**src/rtl/cpu_pkg.sv**
```systemverilog
`default_nettype none
// ============================================================================
//  Package     : cpu_pkg
//  Description : Shared ISA constants, IR field positions, control-step state
//                encoding and opcode classification for the bus sequencer.
//  Revision    : 1.0 - initial release
// ============================================================================
package cpu_pkg;

    // Opcode constants (IR[31:27])
    localparam logic [4:0] OP_ADD  = 5'b00000;
    localparam logic [4:0] OP_SUB  = 5'b00001;
    localparam logic [4:0] OP_AND  = 5'b00010;
    localparam logic [4:0] OP_OR   = 5'b00011;
    localparam logic [4:0] OP_SHR  = 5'b00100;
    localparam logic [4:0] OP_SHRA = 5'b00101;
    localparam logic [4:0] OP_SHL  = 5'b00110;
    localparam logic [4:0] OP_ROR  = 5'b00111;
    localparam logic [4:0] OP_ROL  = 5'b01000;
    localparam logic [4:0] OP_ADDI = 5'b01001;
    localparam logic [4:0] OP_ANDI = 5'b01010;
    localparam logic [4:0] OP_ORI  = 5'b01011;
    localparam logic [4:0] OP_MUL  = 5'b01111;
    localparam logic [4:0] OP_DIV  = 5'b10000;
    localparam logic [4:0] OP_NEG  = 5'b10001;
    localparam logic [4:0] OP_NOT  = 5'b10010;
    localparam logic [4:0] OP_MFHI = 5'b11000;
    localparam logic [4:0] OP_MFLO = 5'b11001;
    localparam logic [4:0] OP_NOP  = 5'b11010;
    localparam logic [4:0] OP_HALT = 5'b11011;

    // IR field bit positions
    localparam int OPC_MSB = 31;
    localparam int OPC_LSB = 27;
    localparam int RA_MSB  = 26;
    localparam int RA_LSB  = 23;
    localparam int RB_MSB  = 22;
    localparam int RB_LSB  = 19;
    localparam int RC_MSB  = 18;
    localparam int RC_LSB  = 15;

    // Control steps
    typedef enum logic [3:0] {
        S_IDLE = 4'd0,
        S_T0   = 4'd1,
        S_T1   = 4'd2,
        S_T2   = 4'd3,
        S_T3   = 4'd4,
        S_T4   = 4'd5,
        S_T5   = 4'd6,
        S_T6   = 4'd7,
        S_HALT = 4'd8
    } step_t;

    // Execute-phase behaviour groups
    typedef enum logic [2:0] {
        C_RR     = 3'd0,
        C_IMM    = 3'd1,
        C_UNARY  = 3'd2,
        C_MULDIV = 3'd3,
        C_MFHI   = 3'd4,
        C_MFLO   = 3'd5,
        C_HALT   = 3'd6,
        C_NOP    = 3'd7
    } op_class_t;

    // Undefined opcodes behave exactly like nop
    function automatic op_class_t classify(input logic [4:0] op);
        op_class_t cls;
        case (op)
            OP_ADD, OP_SUB, OP_AND, OP_OR, OP_SHR,
            OP_SHRA, OP_SHL, OP_ROR, OP_ROL:   cls = C_RR;
            OP_ADDI, OP_ANDI, OP_ORI:         cls = C_IMM;
            OP_NEG, OP_NOT:                   cls = C_UNARY;
            OP_MUL, OP_DIV:                   cls = C_MULDIV;
            OP_MFHI:                          cls = C_MFHI;
            OP_MFLO:                          cls = C_MFLO;
            OP_HALT:                          cls = C_HALT;
            OP_NOP:                           cls = C_NOP;
            default:                          cls = C_NOP;
        endcase
        return cls;
    endfunction

endpackage
`default_nettype wire

```
**src/rtl/select_encode.sv**
```systemverilog
`default_nettype none
// ============================================================================
//  Module      : select_encode
//  Description : Turns the sequencer's Gra/Grb/Grc field strobes and Rin/Rout
//                direction strobes into one-hot GPR load/source enables.
//  Revision    : 1.0 - initial release
// ============================================================================
module select_encode
    import cpu_pkg::*;
(
    input  logic [31:0] IR,
    input  logic        Gra,
    input  logic        Grb,
    input  logic        Grc,
    input  logic        Rin,
    input  logic        Rout,
    output logic [15:0] R_in,
    output logic [15:0] R_out
);

    logic [3:0]  reg_sel;
    logic [15:0] reg_onehot;

    // Opcode and immediate bits play no part in register selection
    logic unused_ir_bits;
    assign unused_ir_bits = ^{IR[OPC_MSB:OPC_LSB], IR[RC_LSB-1:0]};

    // Pick the strobed field and expand it to a single-bit enable
    always_comb begin
        reg_sel = 4'd0;
        if (Gra)
            reg_sel = IR[RA_MSB:RA_LSB];
        else if (Grb)
            reg_sel = IR[RB_MSB:RB_LSB];
        else if (Grc)
            reg_sel = IR[RC_MSB:RC_LSB];
        reg_onehot = 16'd1 << reg_sel;
        R_in       = Rin  ? reg_onehot : 16'd0;
        R_out      = Rout ? reg_onehot : 16'd0;
    end

endmodule
`default_nettype wire

```
**src/rtl/bus_control_sequencer.sv**
```systemverilog
`default_nettype none
// ============================================================================
//  Module      : bus_control_sequencer
//  Description : Fetch/execute control-step sequencer (T0..T6) for the
//                single-bus datapath; sole driver of bus source selects and
//                the matching destination load enables.
//  Revision    : 1.0 - initial release
// ============================================================================
module bus_control_sequencer
    import cpu_pkg::*;
(
    input  logic        clk,
    input  logic        clear,
    input  logic        run,
    input  logic [31:0] IR,
    output logic [15:0] R_out,
    output logic        HIout,
    output logic        LOout,
    output logic        Zhighout,
    output logic        Zlowout,
    output logic        PCout,
    output logic        MDRout,
    output logic        In_Portout,
    output logic        Cout,
    output logic [15:0] R_in,
    output logic        HIin,
    output logic        LOin,
    output logic        Zin,
    output logic        Yin,
    output logic        PCin,
    output logic        MARin,
    output logic        MDRin,
    output logic        IRin,
    output logic        Read,
    output logic        IncPC,
    output logic [4:0]  alu_op,
    output logic        done,
    output logic        halted
);

    step_t     state;
    step_t     next_state;
    op_class_t op_class;
    logic [4:0] opcode;
    logic gra, grb, grc, gpr_in, gpr_out;

    assign opcode   = IR[OPC_MSB:OPC_LSB];
    assign op_class = classify(opcode);

    // Step register; clear drops straight back to IDLE
    always_ff @(posedge clk or posedge clear) begin
        if (clear)
            state <= S_IDLE;
        else
            state <= next_state;
    end

    // Moore decode of step and opcode class, plus next-step selection
    always_comb begin
        next_state = state;
        HIout = 1'b0; LOout = 1'b0; Zhighout = 1'b0; Zlowout = 1'b0;
        PCout = 1'b0; MDRout = 1'b0; In_Portout = 1'b0; Cout = 1'b0;
        HIin = 1'b0; LOin = 1'b0; Zin = 1'b0; Yin = 1'b0;
        PCin = 1'b0; MARin = 1'b0; MDRin = 1'b0; IRin = 1'b0;
        Read = 1'b0; IncPC = 1'b0; alu_op = 5'd0;
        done = 1'b0; halted = 1'b0;
        gra = 1'b0; grb = 1'b0; grc = 1'b0; gpr_in = 1'b0; gpr_out = 1'b0;

        case (state)
            S_IDLE: begin
                if (run)
                    next_state = S_T0;
            end
            S_T0: begin
                PCout = 1'b1; MARin = 1'b1; IncPC = 1'b1; Zin = 1'b1;
                next_state = S_T1;
            end
            S_T1: begin
                Zlowout = 1'b1; PCin = 1'b1; Read = 1'b1; MDRin = 1'b1;
                next_state = S_T2;
            end
            S_T2: begin
                MDRout = 1'b1; IRin = 1'b1;
                next_state = S_T3;
            end
            S_T3: begin
                case (op_class)
                    C_RR, C_IMM, C_UNARY: begin
                        grb = 1'b1; gpr_out = 1'b1; Yin = 1'b1;
                        next_state = S_T4;
                    end
                    C_MULDIV: begin
                        gra = 1'b1; gpr_out = 1'b1; Yin = 1'b1;
                        next_state = S_T4;
                    end
                    C_MFHI: begin
                        HIout = 1'b1; gra = 1'b1; gpr_in = 1'b1; done = 1'b1;
                    end
                    C_MFLO: begin
                        LOout = 1'b1; gra = 1'b1; gpr_in = 1'b1; done = 1'b1;
                    end
                    C_HALT: begin
                        next_state = S_HALT;
                    end
                    default: begin
                        done = 1'b1;
                    end
                endcase
            end
            S_T4: begin
                // mul/div also present their opcode so the ALU knows which
                Zin    = 1'b1;
                alu_op = opcode;
                case (op_class)
                    C_RR:    begin grc = 1'b1; gpr_out = 1'b1; end
                    C_IMM:   begin Cout = 1'b1; end
                    default: begin grb = 1'b1; gpr_out = 1'b1; end
                endcase
                next_state = S_T5;
            end
            S_T5: begin
                Zlowout = 1'b1;
                if (op_class == C_MULDIV) begin
                    LOin = 1'b1;
                    next_state = S_T6;
                end else begin
                    gra = 1'b1; gpr_in = 1'b1; done = 1'b1;
                end
            end
            S_T6: begin
                Zhighout = 1'b1; HIin = 1'b1; done = 1'b1;
            end
            S_HALT: begin
                halted = 1'b1;
            end
            default: begin
                next_state = S_IDLE;
            end
        endcase

        // run is only consulted on the final step of an instruction
        if (done)
            next_state = run ? S_T0 : S_IDLE;
    end

    select_encode u_select_encode (
        .IR    (IR),
        .Gra   (gra),
        .Grb   (grb),
        .Grc   (grc),
        .Rin   (gpr_in),
        .Rout  (gpr_out),
        .R_in  (R_in),
        .R_out (R_out)
    );

endmodule
`default_nettype wire

```
**config.mk**
```make
export PLATFORM = sky130hd
export DESIGN_NAME = bus_control_sequencer
export DESIGN_NICKNAME = d
export VERILOG_FILES = /design/src/rtl/cpu_pkg.sv /design/src/rtl/select_encode.sv /design/src/rtl/bus_control_sequencer.sv
export SDC_FILE = /design/constraint.sdc
export NUM_CORES = 1
export LEC_CHECK = 0
export CAP_MARGIN = 40
export CORE_ASPECT_RATIO = 0.8
export CORE_MARGIN = 3
export CORE_UTILIZATION = 39
export CTS_BUF_LIST = sky130_fd_sc_hd__clkbuf_8
export DETAILED_ROUTE_END_ITERATION = 7
export PLACE_DENSITY = 0.89
export REMOVE_ABC_BUFFERS = 1
export SLEW_MARGIN = 25
export SYNTH_ARGS = -nofsm -noshare
export SYNTH_HDL_FRONTEND = slang
export SYNTH_SLANG_ARGS = --single-unit
```
**constraint.sdc**
```tcl
create_clock -name clk -period 12 [get_ports clk]
set_clock_uncertainty 0.1 [all_clocks]
set_input_delay 3.6 -clock clk [delete_from_list [all_inputs] [get_ports clk]]
set_output_delay 3.6 -clock clk [all_outputs]
set_load 0.01 [all_outputs]
```
==> run summary, run 1 <==
Die Area = 4024 sq um
first-pass iteration count of the detailed router = 4
power per cell area = 129.2 nW/um^2
Placed Cells = 274
P&R area growth vs syn = 56.86%
worst skew pair latency = 0.22 ns
clock slew at reported path FFs = 0.03 ns
sequential area share after synthesis = 0.07790
Worst Path Arrival = 7.20 ns
Period minus WS final = 10.90 ns
remaining antenna violation count after routing = 0
VDD IR max = 0.1226 mV
Net Sw Power = 0.0001339 W
Internal = 0.0001264 W
Setup Buffers After CTS = 0
Post-Syn Area = 1285 sq um
multi-input combinational cell area = 1035 sq um
Die H = 57.34 um
initial core utilization = 0.4346
Place WS = 1.121 ns
Vias = 1625
DP HPWL = 3334 um
CTS max path bufs = 2
Setup-failing EPs final = 0
number of synthesized register bits = 4
antenna violations before repair = 0
Slew @ Worst Pin = 0.9013 ns
Diodes inserted = 0
biggest regs = state x4
# resized after CTS = 0
synth warn = 0
GPL Wtd Cong = 0.8482
ys flop type = dfrtp_1
clock power share = 0.108
total CTS buffers = 3
crit share post-route = 0.9083
DRC errors left = 0
Crit. End Element = output pin
synthesized area per cell = 7.060 sq um
# rows = 17
Comb pwr share = 0.752
fmax = 91.74 MHz
ys async rst share = 1.000
Slew headroom = 0.3991
Sw Share = 0.5144
Leakage = 0.7238 nW
layout cell share with drive strength beyond 1 = 0.1042
All-Layer GR Usage = 0.2042
fillers = 258
first-pass GRT wire length = 6886 um
Seq pwr share = 0.141
CTS tree = built
final hold vios = 0
final non-filler cell total = 278
register bank with the most flops = state
Reg area = 100.1 sq um
maxcap violations = 0
max FFs per register = 4
unrepaired setup endpoints after global routing = no
vias in the first global route = 1403
H-tree Lvls = 1
Post-synth EDFFs = 0
WL/cell = 15.65 um
Detailed Route WL = 4352 um
fin. max-slew vios = 0
Synth Instances = 182
Worst Setup Slack, final = 1.100 ns
PortBufs = 75
total grt overflow = 0
via density per instance = 5.845
Post-CTS Hold Buffers = 0
Final TNS setup = 0 ns
Worst Hold Class = register to register
Die W = 70.18 um
kind of critical path = input port to output pin
Nets = 279
core area = 2957 sq um
status = complete, no violations
1st-iter DRT viols = 139
CTS sink cnt = 4
crit start category = input port
critical path fanouts, max = 12
Tot Pwr = 0.0002603 W
io pins = 92
worst endpoint required time = 8.30 ns
CTS root buf = clkbuf_8
pin count of the biggest net entering global routing = 19
post-synth cell types = 50
-- through the flow --
stage	instance area, sq um	hold slack (ns)	util
after detailed placement	1963	0.5739	0.6640
final	2016	0.5872	0.6818
after global placement	1963	0.5562	0.6640
after global routing	2016	0.6469	0.6818
after floorplan	1165	0.4730	-
after CTS	2004	0.5760	0.6780
-- kinds of logic (layout without fill, tap and decap cells) --
group	after synthesis	in the layout	synth area share
compound gates	49	49	0.2863
xor+xnor	1	1	0.006817
fa+ha+maj	2	2	0.01947
buf+inv	29	87	0.1168
flops	4	4	0.07790
other cells	1	1	0.002918
simple gates	96	96	0.4898
-- critical path, stage by stage --
cell,delay (ns)
clkdlybuf4s50_1,0.57
inv_1,0.09
ha_1,0.37
nand2b_1,0.17
or4_4,0.43
a21o_1,0.22
a22o_4,0.31
a211o_1,0.51
nor4_1,0.31
clkdlybuf4s50_1,0.60
-- synthesized netlist by cell type (6+ instances only) --
| cell | number | area (sq um) |
|---|---|---|
| nor3_1 | 15 | 75.07 |
| nor2_1 | 13 | 48.80 |
| nand2b_1 | 11 | 68.82 |
| nor4_1 | 11 | 68.82 |
| nor4_2 | 11 | 137.6 |
| a21oi_1 | 9 | 45.04 |
| inv_1 | 8 | 30.03 |
| nand2_1 | 8 | 30.03 |
| buf_4 | 7 | 52.55 |
| clkbuf_1 | 7 | 26.28 |
| a22oi_1 | 6 | 45.04 |
| buf_2 | 6 | 30.03 |
-- path summary, 6_finish.rpt --
| kind | slack, ns | cells past startpoint | endpoint | from |
|---|---|---|---|---|
| hold / removal | 0.59 | 1 | state[1]$_DFFE_PP0P_ | state[3]$_DFFE_PP0P_ |
| setup / recovery | 1.10 | 10 | R_in[13] | IR[28] |
| setup reg to reg | 10.42 | 3 | state[3]$_DFFE_PP0P_ | state[3]$_DFFE_PP0P_ |
| max in group asynchronous | 8.19 | 2 | state[2]$_DFFE_PP0P_ | clear |
| hold reg to reg | 0.59 | 1 | state[1]$_DFFE_PP0P_ | state[3]$_DFFE_PP0P_ |
| min in group asynchronous | 3.46 | 2 | state[1]$_DFFE_PP0P_ | clear |
-- power by group through the flow --
stage / sequential, W / combinational [W] / clock, W
after floorplan: 0.0000315 / 0.000115 / 0
after global placement: 0.0000361 / 0.000187 / 0
after detailed placement: 0.0000366 / 0.000191 / 0
after CTS: 0.0000365 / 0.000192 / 0.0000289
after global routing: 0.0000387 / 0.000211 / 0.0000304
final: 0.0000366 / 0.000196 / 0.0000281
-- routing by layer --
layer | part of all wire | up-vias | track usage
li1 | - | 809 | -
met1 | 0.46 | 736 | 0.3141
met2 | 0.44 | 78 | 0.2907
met3 | 0.095 | 2 | 0.04401
met4 | 0.0018 | 0 | 0.03552
met5 | 0 | - | 0
-- placed cells by master, fill, tap and decap left out, drive strengths merged, types with 2 or more instances in the layout --
master | synthesis | final
clkdlybuf4s50 | 0 | 75
nor4 | 22 | 22
nor3 | 16 | 16
nor2 | 13 | 13
nand2b | 11 | 11
a21oi | 11 | 11
nand2 | 8 | 8
inv | 8 | 8
a22oi | 6 | 6
o21ai | 6 | 6
a21o | 5 | 5
o22ai | 5 | 5
and3 | 5 | 5
nor2b | 4 | 4
dfrtp | 4 | 4
nand3b | 3 | 3
o21bai | 3 | 3
clkbuf | 7 | 3
nor4b | 2 | 2
or3b | 2 | 2
and2 | 2 | 2
a211o | 2 | 2
ha | 2 | 2
a31o | 2 | 2
-- cell type report --
type,instances,area share
Clock buffer,3,0.02048
Tap cell,38,0.02359
Timing Repair Buffer,76,0.3780
Multi-Input combinational cell,149,0.5133
Sequential cell,4,0.04966
Inverter,8,0.01490
(Power assumes the default switching activity.)
==> run 2, diff against run 1 <==
CTS_BUF_LIST = sky130_fd_sc_hd__clkbuf_4   (was sky130_fd_sc_hd__clkbuf_8)
==> run summary, run 2 (synthesis results as in run 1) <==
reg2reg setup slack = 10.42 ns
io pins = 92
Worst Hold Class = register to register
total CTS buffers = 3
CP top delay family = buffers and inverters
Period minus WS final = 10.89 ns
critical path's slowest cell = clkdlybuf4s50_1
commonest non-fill, non-tap cell in the layout = clkdlybuf4s50_1
Hold Crit Depth = 1
most frequent cells in the layout = clkdlybuf4s50_1 (75), nor3_1 (15), nor2_1 (13)
All-Layer GR Usage = 0.2064
max FFs per register = 4
initial core utilization = 0.4346
worst r2r path cells = 3
worst endpoint required time = 8.30 ns
crit start category = input port
CTS sink cnt = 4
H-tree Lvls = 1
Worst Path Arrival = 7.19 ns
pin count of the biggest net entering global routing = 19
critical path fanouts, max = 12
fin. max-slew vios = 0
kind of critical path = input port to output pin
Setup Buffers After CTS = 0
first-pass iteration count of the detailed router = 4
Most common cell on crit path = clkdlybuf4s50_1
Die H = 57.34 um
GPL Wtd Cong = 0.8482
VDD IR max = 0.1090 mV
total grt overflow = 0
Setup-failing EPs final = 0
antenna violations before repair = 0
Crit. End Element = output pin
remaining antenna violation count after routing = 0
biggest regs = state x4
worst skew pair latency = 0.23 ns
Largest stage delay, worst path = 0.60 ns
layout cell share with drive strength beyond 1 = 0.1042
unrepaired setup endpoints after global routing = no
status = complete, no violations
via density per instance = 5.770
Final TNS setup = 0 ns
Detailed Route WL = 4357 um
CTS root buf = clkbuf_4
Place WS = 1.121 ns
DRC errors left = 0
power per cell area = 124.5 nW/um^2
core area = 2957 sq um
DP HPWL = 3334 um
PortBufs = 75
Vias = 1604
crit share post-route = 0.9077
critical path cell sequence = clkdlybuf4s50_1, inv_1, ha_1, nand2b_1, or4_4, a21o_1, a22o_4, a211o_1, nor4_1, clkdlybuf4s50_1
CP Buf/Inv Count = 3
register bank with the most flops = state
first-pass GRT wire length = 6906 um
# rows = 17
Diodes inserted = 0
1st-iter DRT viols = 145
Die W = 70.18 um
Worst Setup Slack, final = 1.108 ns
Post-CTS Hold Buffers = 0
maxcap violations = 0
Slew @ Worst Pin = 0.8977 ns
CTS tree = built
WL/cell = 15.67 um
fmax = 91.81 MHz
P&R area growth vs syn = 55.40%
instance count on the critical path = 10
final hold vios = 0
CTS max path bufs = 2
clock slew at reported path FFs = 0.04 ns
Slew headroom = 0.4015
vias in the first global route = 1405
Nets = 279
Leakage = 0.7160 nW
# resized after CTS = 0
Die Area = 4024 sq um
## run 2: cell counts in the layout (fill, tap and decap cells not counted)
Identical to the previous run, type by type.
## run 2: final cells by class
type / count / area (sq um)
clock buffers: 3 / 22.52
fillers: 256 / 959.7
inverters: 8 / 30.03
multi-input cells: 149 / 1035
flip-flops and latches: 4 / 100.1
well taps: 38 / 47.55
repair buffers: 76 / 762.0
## run 2: power by group
group	leakage [nW]	internal, W	switching, W	total (W)
clock network	0.0138	0.0000112	0.00000520	0.0000164
registers	0.0512	0.0000184	0.0000184	0.0000368
logic	0.651	0.0000866	0.000109	0.000195
## run 2: worst register-to-register path, stage by stage (launching register included)
cell      delay (ns)
dfrtp_1         0.56
nand2b_1        0.21
nor3_2          0.43
a31o_2          0.22
## run 2: final timing paths
kind,to,startpoint
worst min-delay path,state[1]$_DFFE_PP0P_,state[3]$_DFFE_PP0P_
worst max-delay path,R_in[13],IR[28]
worst max register to register,state[3]$_DFFE_PP0P_,state[2]$_DFFE_PP0P_
min in group asynchronous,state[1]$_DFFE_PP0P_,clear
max in group asynchronous,state[2]$_DFFE_PP0P_,clear
worst min register to register,state[1]$_DFFE_PP0P_,state[3]$_DFFE_PP0P_
## run 2: through the flow
stage / power [W] / cells / area (sq um) / hold slack [ns] / utilization
2_1_floorplan: 0.0001460 / 161 / 1165 / 0.4730 / -
3_3_place_gp: 0.0002234 / 274 / 1963 / 0.5562 / 0.6640
3_5_place_dp: 0.0002274 / 274 / 1963 / 0.5739 / 0.6640
4_1_cts: 0.0002457 / 277 / 1986 / 0.5764 / 0.6716
5_1_grt: 0.0002694 / 278 / 1997 / 0.6414 / 0.6754
6_report: 0.0002487 / 278 / 1997 / 0.5774 / 0.6754
## run 2: per-layer routing
metal  vias to the layer above  track usage  part of all wire
met1                       715       0.3152              0.46
li1                        808            -                 -
met2                        81       0.2894              0.44
met4                         0      0.03552                 0
met5                         -            0                 0
met3                         0      0.05458              0.10
